==> config.mk <==
export PLATFORM = sky130hd
export DESIGN_NAME = wb_gpio_debounce_flat
export DESIGN_NICKNAME = d
export VERILOG_FILES = /design/src/rtl/wb_gpio_debounce_if.sv /design/src/rtl/wb_gpio_debounce.sv /design/src/flat_wrapper.sv
export SDC_FILE = /design/constraint.sdc
export NUM_CORES = 1
export LEC_CHECK = 0
export BUFFER_PORTS_ARGS = -buffer_cell sky130_fd_sc_hd__buf_2
export CORE_ASPECT_RATIO = 0.75
export CORE_MARGIN = 5
export CORE_UTILIZATION = 54
export CTS_CLUSTER_SIZE = 10
export DETAILED_ROUTE_END_ITERATION = 10
export GPL_TIMING_DRIVEN = 0
export PLACE_DENSITY_LB_ADDON = 0.08
export REMOVE_ABC_BUFFERS = 1
export SLEW_MARGIN = 20
export SYNTH_ARGS = -nofsm -noshare
export SYNTH_HDL_FRONTEND = slang
export SYNTH_SLANG_ARGS = --single-unit
==> constraint.sdc <==
create_clock -name clk -period 5.4 [get_ports clk]
set_clock_uncertainty 0.15 [all_clocks]
set_input_delay 0.27 -clock clk [delete_from_list [all_inputs] [get_ports clk]]
set_output_delay 0.27 -clock clk [all_outputs]
set_load 0.01 [all_outputs]
==> src/rtl/wb_gpio_debounce_if.sv <==
// Wishbone classic slave bundle for the GPIO/debounce peripheral.
interface wb_gpio_debounce_if;
  logic        i_wb_cyc;
  logic        i_wb_stb;
  logic        i_wb_we;
  logic [31:0] i_wb_addr;
  logic [31:0] i_wb_data;
  logic        o_wb_ack;
  logic        o_wb_stall;
  logic [31:0] o_wb_data;

  modport master (
    output i_wb_cyc, i_wb_stb, i_wb_we, i_wb_addr, i_wb_data,
    input  o_wb_ack, o_wb_stall, o_wb_data
  );

  modport slave (
    input  i_wb_cyc, i_wb_stb, i_wb_we, i_wb_addr, i_wb_data,
    output o_wb_ack, o_wb_stall, o_wb_data
  );
endinterface

==> src/rtl/wb_gpio_debounce.sv <==
// Wishbone GPIO: LED write/set/clear, debounced buttons with rising-edge latch and level IRQ.
// Optional LED PWM dimming is enabled by defining WB_GPIO_PWM_EN.
module wb_gpio_debounce #(
  parameter logic [31:0] BASE_ADDRESS    = 32'h3000_0000,
  parameter int          NUM_LEDS        = 8,
  parameter int          NUM_BUTTONS     = 3,
  parameter int          DEBOUNCE_CYCLES = 1000
) (
  input  logic                   clk,
  input  logic                   reset_n,
  wb_gpio_debounce_if.slave      wb,
  input  logic [NUM_BUTTONS-1:0] buttons,
  output logic [NUM_LEDS-1:0]    leds,
  output logic                   irq
);

  localparam int CNT_W = (DEBOUNCE_CYCLES > 1) ? $clog2(DEBOUNCE_CYCLES) : 1;
  localparam logic [CNT_W-1:0] CNT_MAX = CNT_W'(DEBOUNCE_CYCLES - 1);

  logic [31:0]            off;
  logic [2:0]             idx;
  logic                   req;
  logic                   wr;
  logic [31:0]            rd_data;
  logic                   unused_wdata;

  logic [NUM_LEDS-1:0]    led_q;
  logic [NUM_LEDS-1:0]    led_d;
  logic [NUM_BUTTONS-1:0] edge_q;
  logic [NUM_BUTTONS-1:0] edge_d;
  logic [NUM_BUTTONS-1:0] irq_en_q;
  logic [NUM_BUTTONS-1:0] w1c_mask;
  logic                   ack_q;
  logic [31:0]            rdata_q;
  logic                   irq_q;

  logic [NUM_BUTTONS-1:0] sync_p0;
  logic [NUM_BUTTONS-1:0] sync_p1;
  logic [NUM_BUTTONS-1:0] stable_q;
  logic [NUM_BUTTONS-1:0] stable_d;
  logic [NUM_BUTTONS-1:0] rise;
  logic [CNT_W-1:0]       cnt_q [NUM_BUTTONS];
  logic [CNT_W-1:0]       cnt_d [NUM_BUTTONS];

`ifdef WB_GPIO_PWM_EN
  logic [7:0]             duty_q;
  logic [7:0]             pwm_cnt_q;
  logic [NUM_LEDS-1:0]    leds_q;
`endif

  // Offset wraps to a huge value below BASE, so one compare bounds both ends of the window.
  assign off          = wb.i_wb_addr - BASE_ADDRESS;
  assign idx          = off[4:2];
  assign req          = wb.i_wb_cyc & wb.i_wb_stb & (off < 32'h20);
  assign wr           = req & wb.i_wb_we;
  assign unused_wdata = ^wb.i_wb_data;

  assign wb.o_wb_ack   = ack_q;
  assign wb.o_wb_stall = 1'b0;
  assign wb.o_wb_data  = rdata_q;
  assign irq           = irq_q;

  always_comb begin
    rd_data = '0;
    case (idx)
      3'd0: rd_data[NUM_LEDS-1:0]    = led_q;
      3'd3: rd_data[NUM_BUTTONS-1:0] = stable_q;
      3'd4: rd_data[NUM_BUTTONS-1:0] = edge_q;
      3'd5: rd_data[NUM_BUTTONS-1:0] = irq_en_q;
`ifdef WB_GPIO_PWM_EN
      3'd6: rd_data[7:0]             = duty_q;
`endif
      default: rd_data = '0;
    endcase
  end

  always_comb begin
    led_d = led_q;
    if (wr) begin
      case (idx)
        3'd0:    led_d = wb.i_wb_data[NUM_LEDS-1:0];
        3'd1:    led_d = led_q | wb.i_wb_data[NUM_LEDS-1:0];
        3'd2:    led_d = led_q & ~wb.i_wb_data[NUM_LEDS-1:0];
        default: led_d = led_q;
      endcase
    end
  end

  // Any cycle where the synchronised level matches the accepted one restarts the count.
  always_comb begin
    stable_d = stable_q;
    rise     = '0;
    for (int i = 0; i < NUM_BUTTONS; i++) begin
      cnt_d[i] = '0;
      if (sync_p1[i] != stable_q[i]) begin
        if (cnt_q[i] == CNT_MAX) begin
          stable_d[i] = sync_p1[i];
          rise[i]     = sync_p1[i];
        end else begin
          cnt_d[i] = cnt_q[i] + CNT_W'(1);
        end
      end
    end
  end

  // A new rising edge overrides a same-cycle write-one-to-clear.
  assign w1c_mask = (wr && idx == 3'd4) ? wb.i_wb_data[NUM_BUTTONS-1:0] : '0;
  assign edge_d   = (edge_q & ~w1c_mask) | rise;

  always_ff @(posedge clk or negedge reset_n) begin
    if (!reset_n) begin
      ack_q    <= 1'b0;
      rdata_q  <= '0;
      led_q    <= '0;
      edge_q   <= '0;
      irq_en_q <= '0;
      irq_q    <= 1'b0;
      sync_p0  <= '0;
      sync_p1  <= '0;
      stable_q <= '0;
      for (int i = 0; i < NUM_BUTTONS; i++) cnt_q[i] <= '0;
    end else begin
      ack_q <= req;
      if (req && !wb.i_wb_we) rdata_q <= rd_data;
      led_q <= led_d;
      if (wr && idx == 3'd5) irq_en_q <= wb.i_wb_data[NUM_BUTTONS-1:0];
      edge_q   <= edge_d;
      irq_q    <= |(edge_q & irq_en_q);
      // Two-flop synchroniser stage boundary
      sync_p0  <= buttons;
      sync_p1  <= sync_p0;
      stable_q <= stable_d;
      for (int i = 0; i < NUM_BUTTONS; i++) cnt_q[i] <= cnt_d[i];
    end
  end

`ifdef WB_GPIO_PWM_EN
  always_ff @(posedge clk or negedge reset_n) begin
    if (!reset_n) begin
      duty_q    <= 8'hFF;
      pwm_cnt_q <= '0;
      leds_q    <= '0;
    end else begin
      if (wr && idx == 3'd6) duty_q <= wb.i_wb_data[7:0];
      pwm_cnt_q <= pwm_cnt_q + 8'd1;
      leds_q    <= led_q & {NUM_LEDS{pwm_cnt_q < duty_q}};
    end
  end
  assign leds = leds_q;
`else
  assign leds = led_q;
`endif

endmodule

==> src/flat_wrapper.sv <==
// flat-port wrapper written by rule: the top's interface ports become plain ports
module wb_gpio_debounce_flat 
#(
  parameter logic [31:0] BASE_ADDRESS    = 32'h3000_0000,
  parameter int          NUM_LEDS        = 8,
  parameter int          NUM_BUTTONS     = 3,
  parameter int          DEBOUNCE_CYCLES = 1000
)
  (clk, reset_n, buttons, leds, irq, wb_i_wb_cyc, wb_i_wb_stb, wb_i_wb_we, wb_i_wb_addr, wb_i_wb_data, wb_o_wb_ack, wb_o_wb_stall, wb_o_wb_data);
  wb_gpio_debounce_if wb_i ();
  input  logic clk;
  input  logic reset_n;
  input  logic [NUM_BUTTONS-1:0] buttons;
  output logic [NUM_LEDS-1:0] leds;
  output logic irq;
  input wire logic [$bits(wb_i.i_wb_cyc)-1:0] wb_i_wb_cyc;
  input wire logic [$bits(wb_i.i_wb_stb)-1:0] wb_i_wb_stb;
  input wire logic [$bits(wb_i.i_wb_we)-1:0] wb_i_wb_we;
  input wire logic [$bits(wb_i.i_wb_addr)-1:0] wb_i_wb_addr;
  input wire logic [$bits(wb_i.i_wb_data)-1:0] wb_i_wb_data;
  output wire logic [$bits(wb_i.o_wb_ack)-1:0] wb_o_wb_ack;
  output wire logic [$bits(wb_i.o_wb_stall)-1:0] wb_o_wb_stall;
  output wire logic [$bits(wb_i.o_wb_data)-1:0] wb_o_wb_data;
  assign wb_i.i_wb_cyc = wb_i_wb_cyc;
  assign wb_i.i_wb_stb = wb_i_wb_stb;
  assign wb_i.i_wb_we = wb_i_wb_we;
  assign wb_i.i_wb_addr = wb_i_wb_addr;
  assign wb_i.i_wb_data = wb_i_wb_data;
  assign wb_o_wb_ack = wb_i.o_wb_ack;
  assign wb_o_wb_stall = wb_i.o_wb_stall;
  assign wb_o_wb_data = wb_i.o_wb_data;
  wb_gpio_debounce #(.BASE_ADDRESS(BASE_ADDRESS), .NUM_LEDS(NUM_LEDS), .NUM_BUTTONS(NUM_BUTTONS), .DEBOUNCE_CYCLES(DEBOUNCE_CYCLES)) u_core (.clk(clk), .reset_n(reset_n), .wb(wb_i), .buttons(buttons), .leds(leds), .irq(irq));
endmodule
==> qor.csv <==
metric;value;unit
status;completed;
Max Cap Viol;0;
DR DRC count;0;
minimum clock period;2.06;ns
num rows;24;
Worst Path Required;5.47;ns
number of flops mapped to enable cells by yosys;0;
P_leak;1.81;nW
RSZ-0062 raised after global routing;no;
DRT Wirelength;6430;um
mux share of post-synthesis cell area;5.98;%
ys flop type;dfrtp_1;
most frequent cells in the layout;dfrtp_1 (63), buf_2 (62), nor2_1 (36), conb_1 (25), nand2_1 (21);
hold crit path type;input pin to flip-flop;
Avg WL per Cell;13.7;um
utilization after layout;65.6;%
Post-DRT Antenna Nets;0;
Chip Height;76.9;um
CP max FO;14;
layout cell share with drive strength beyond 1;23.3;%
setup TNS;0;ns
fin nets;461;
placed cells;449;
Final period util;38.1;%
# H-tree levels;3;
Initial Util;55.6;%
Worst-Margin Slew;0.597;ns
Yosys top cell by area;dfrtp_1;
DR vias/cell;5.00;
Cell Area, Synth;3220;um2
xor/xnor share of the synthesized area;7.34;%
largest family of logic cells by synthesized area;simple AND/OR/NAND/NOR gates;
routed vias;2344;
endpoints failing setup;0;
Cells after Synth;315;
max-slew violation count;0;
CTS tree;yes;
Slew Limit Headroom;59.9;%
Unique masters post-synth;38;
Synth Area in Simple Gates;21.7;%
DRT Pass-1 Iters;4;
post-synthesis compound-gate area fraction;6.06;%
number of global-route vias before repair;2301;
Num Clock Sinks;63;
synthesized area per cell;10.2;um2
Core Footprint;5800;um2
DR iter-0 viols;116;
CP arrival;2.13;ns
die footprint;7630;um2
kind of critical path;input pin to flip-flop;
pin count of the biggest net entering global routing;51;
post-synthesis sequential area ratio;48.9;%
grt ovf;0;
Area Overhead vs Synth;18.1;%
Hold Vio Cnt, Final;0;
Post-Layout Cell Count;469;
# port buffers;63;
Chip Width;99.2;um
Synth area leaders;dfrtp_1 (49%), buf_4 (5.8%), xnor2_1 (4.9%), nor2_1 (4.2%), o31ai_1 (2.6%);
GRT Overall Usage;18.2;%
commonest non-fill, non-tap cell in the layout;dfrtp_1;
Post CTS Setup Buffer Count;0;
CTS root buf;clkbuf_8;
antenna violations before repair;0;
share of synthesized flip-flops with an asynchronous set or reset;100;%
#FFs+latches synth;63;
number of top-level pins;115;
Num CTS Buffers;9;
area fraction of the dominant cell type after synthesis;48.9;%
Worst VDD drop;0.000209;V
diode count;0;
CTS clk-pin slew, worst paths;0.07;ns
Worst setup EP type;flip-flop;
Skew-Pair Late Insertion Delay;0.34;ns
P per Cell Area;268;nW/um2
element type at the critical path start;input pin;
Clock Path Buffers;2;
GP Congestion;0.815;
first-pass GRT wire length;11100;um
Max Freq;486;MHz
Adder-Cell Fraction of Synth Area;1.17;%
yosys warns;0;
DP Wirelength;4700;um
## worst paths after layout
path | depth (start not counted) | from | end | slack (ns)
setup / recovery | 5 | wb_i_wb_addr[24] | u_core.wb.o_wb_data[0] | 3.34
setup reg to reg | 5 | u_core.cnt_q[0] | u_core.cnt_q[3] | 3.49
min in group asynchronous | 2 | reset_n | u_core.wb.o_wb_data[7] | 0.18
hold / removal | 3 | wb_i_wb_data[3] | u_core.leds[3] | 0.02
max in group asynchronous | 3 | reset_n | u_core.cnt_q[4] | 4.41
hold reg to reg | 0 | u_core.sync_p0[2] | u_core.sync_p1[2] | 0.20
## cells by family (layout without fill, tap and decap cells)
logic type	count (synthesis)	in the layout
AND/OR/NAND/NOR	127	127
flip-flops	63	63
buffers and inverters	49	101
AO/OA/AOI/OAI	28	28
XOR/XNOR	27	27
multiplexers	17	17
adder cells (fa/ha/maj)	3	3
other	1	25
## layer usage
| layer | wire (um) | GRT usage (%) |
|---|---|---|
| met3 | 429 | 6.07 |
| met5 | 0 | 0 |
| met2 | 2930 | 26.5 |
| met4 | 106 | 6.82 |
| met1 | 2960 | 25.3 |
## sequential cells by signal, indices dropped and copies added (netlist names)
signal / cells
u_core.wb.o_wb_data: 8
u_core.edge_q: 3
u_core.sync_p1: 3
u_core.stable_q: 3
u_core.cnt_q: 30
u_core.wb.o_wb_ack: 1
u_core.irq: 1
u_core.irq_en_q: 3
u_core.leds: 8
u_core.sync_p0: 3
## repair_timing
action / in CTS / in global routing
endpoints found under the hold margin: 66 / 0
hold buffers: 4 / 0
resized for setup: 0 / 0
## layout make-up
class,count,area [um2]
Sequential cell,63,1580
Clock inverter,3,65.1
Fill cell,460,1990
Timing Repair Buffer,68,385
Multi-Input combinational cell,227,1460
Tap cell,78,97.6
Clock buffer,13,159
Inverter,17,63.8
## Yosys cell counts (5+ instances only)
cell      count
xor2_1        9
dfrtp_1      63
nor4_2        5
nor3_1       10
nand4_1       6
clkbuf_1      6
nand2_1      21
o31ai_1      11
mux2i_1       8
o21ai_1      10
inv_1        17
nand2b_1     12
nand3_1      15
xnor2_1      18
nor2_1       36
and3_1        5
buf_4        25
mux2_1        5
## stage by stage
| stage | setup slack, ns | total power, W | hold WS [ns] | cell area (um2) |
|---|---|---|---|---|
| final | 3.34 | 0.00102 | 0.0208 | 3800 |
| after floorplan | 3.43 | 0.000526 | -0.176 | 3100 |
| after detailed placement | 2.98 | 0.000567 | -0.00564 | 3540 |
| after global routing | 3.20 | 0.00107 | 0.0144 | 3800 |
| after global placement | 2.97 | 0.000563 | 0.184 | 3510 |
| after CTS | 3.34 | 0.00103 | 0.00430 | 3800 |
## where the power goes
| part | internal, W | total, W | switching (W) |
|---|---|---|---|
| combinational | 0.0000296 | 0.0000745 | 0.0000449 |
| sequential | 0.000480 | 0.000486 | 0.00000589 |
| clock | 0.000285 | 0.000460 | 0.000175 |
## critical path, stage by stage
cell and delay (ns):
buf_2 0.10, nor4_2 0.34, nand4_2 0.45, nor3_4 0.61, mux2_4 0.35
No activity file was read; power rests on OpenSTA's default activity.
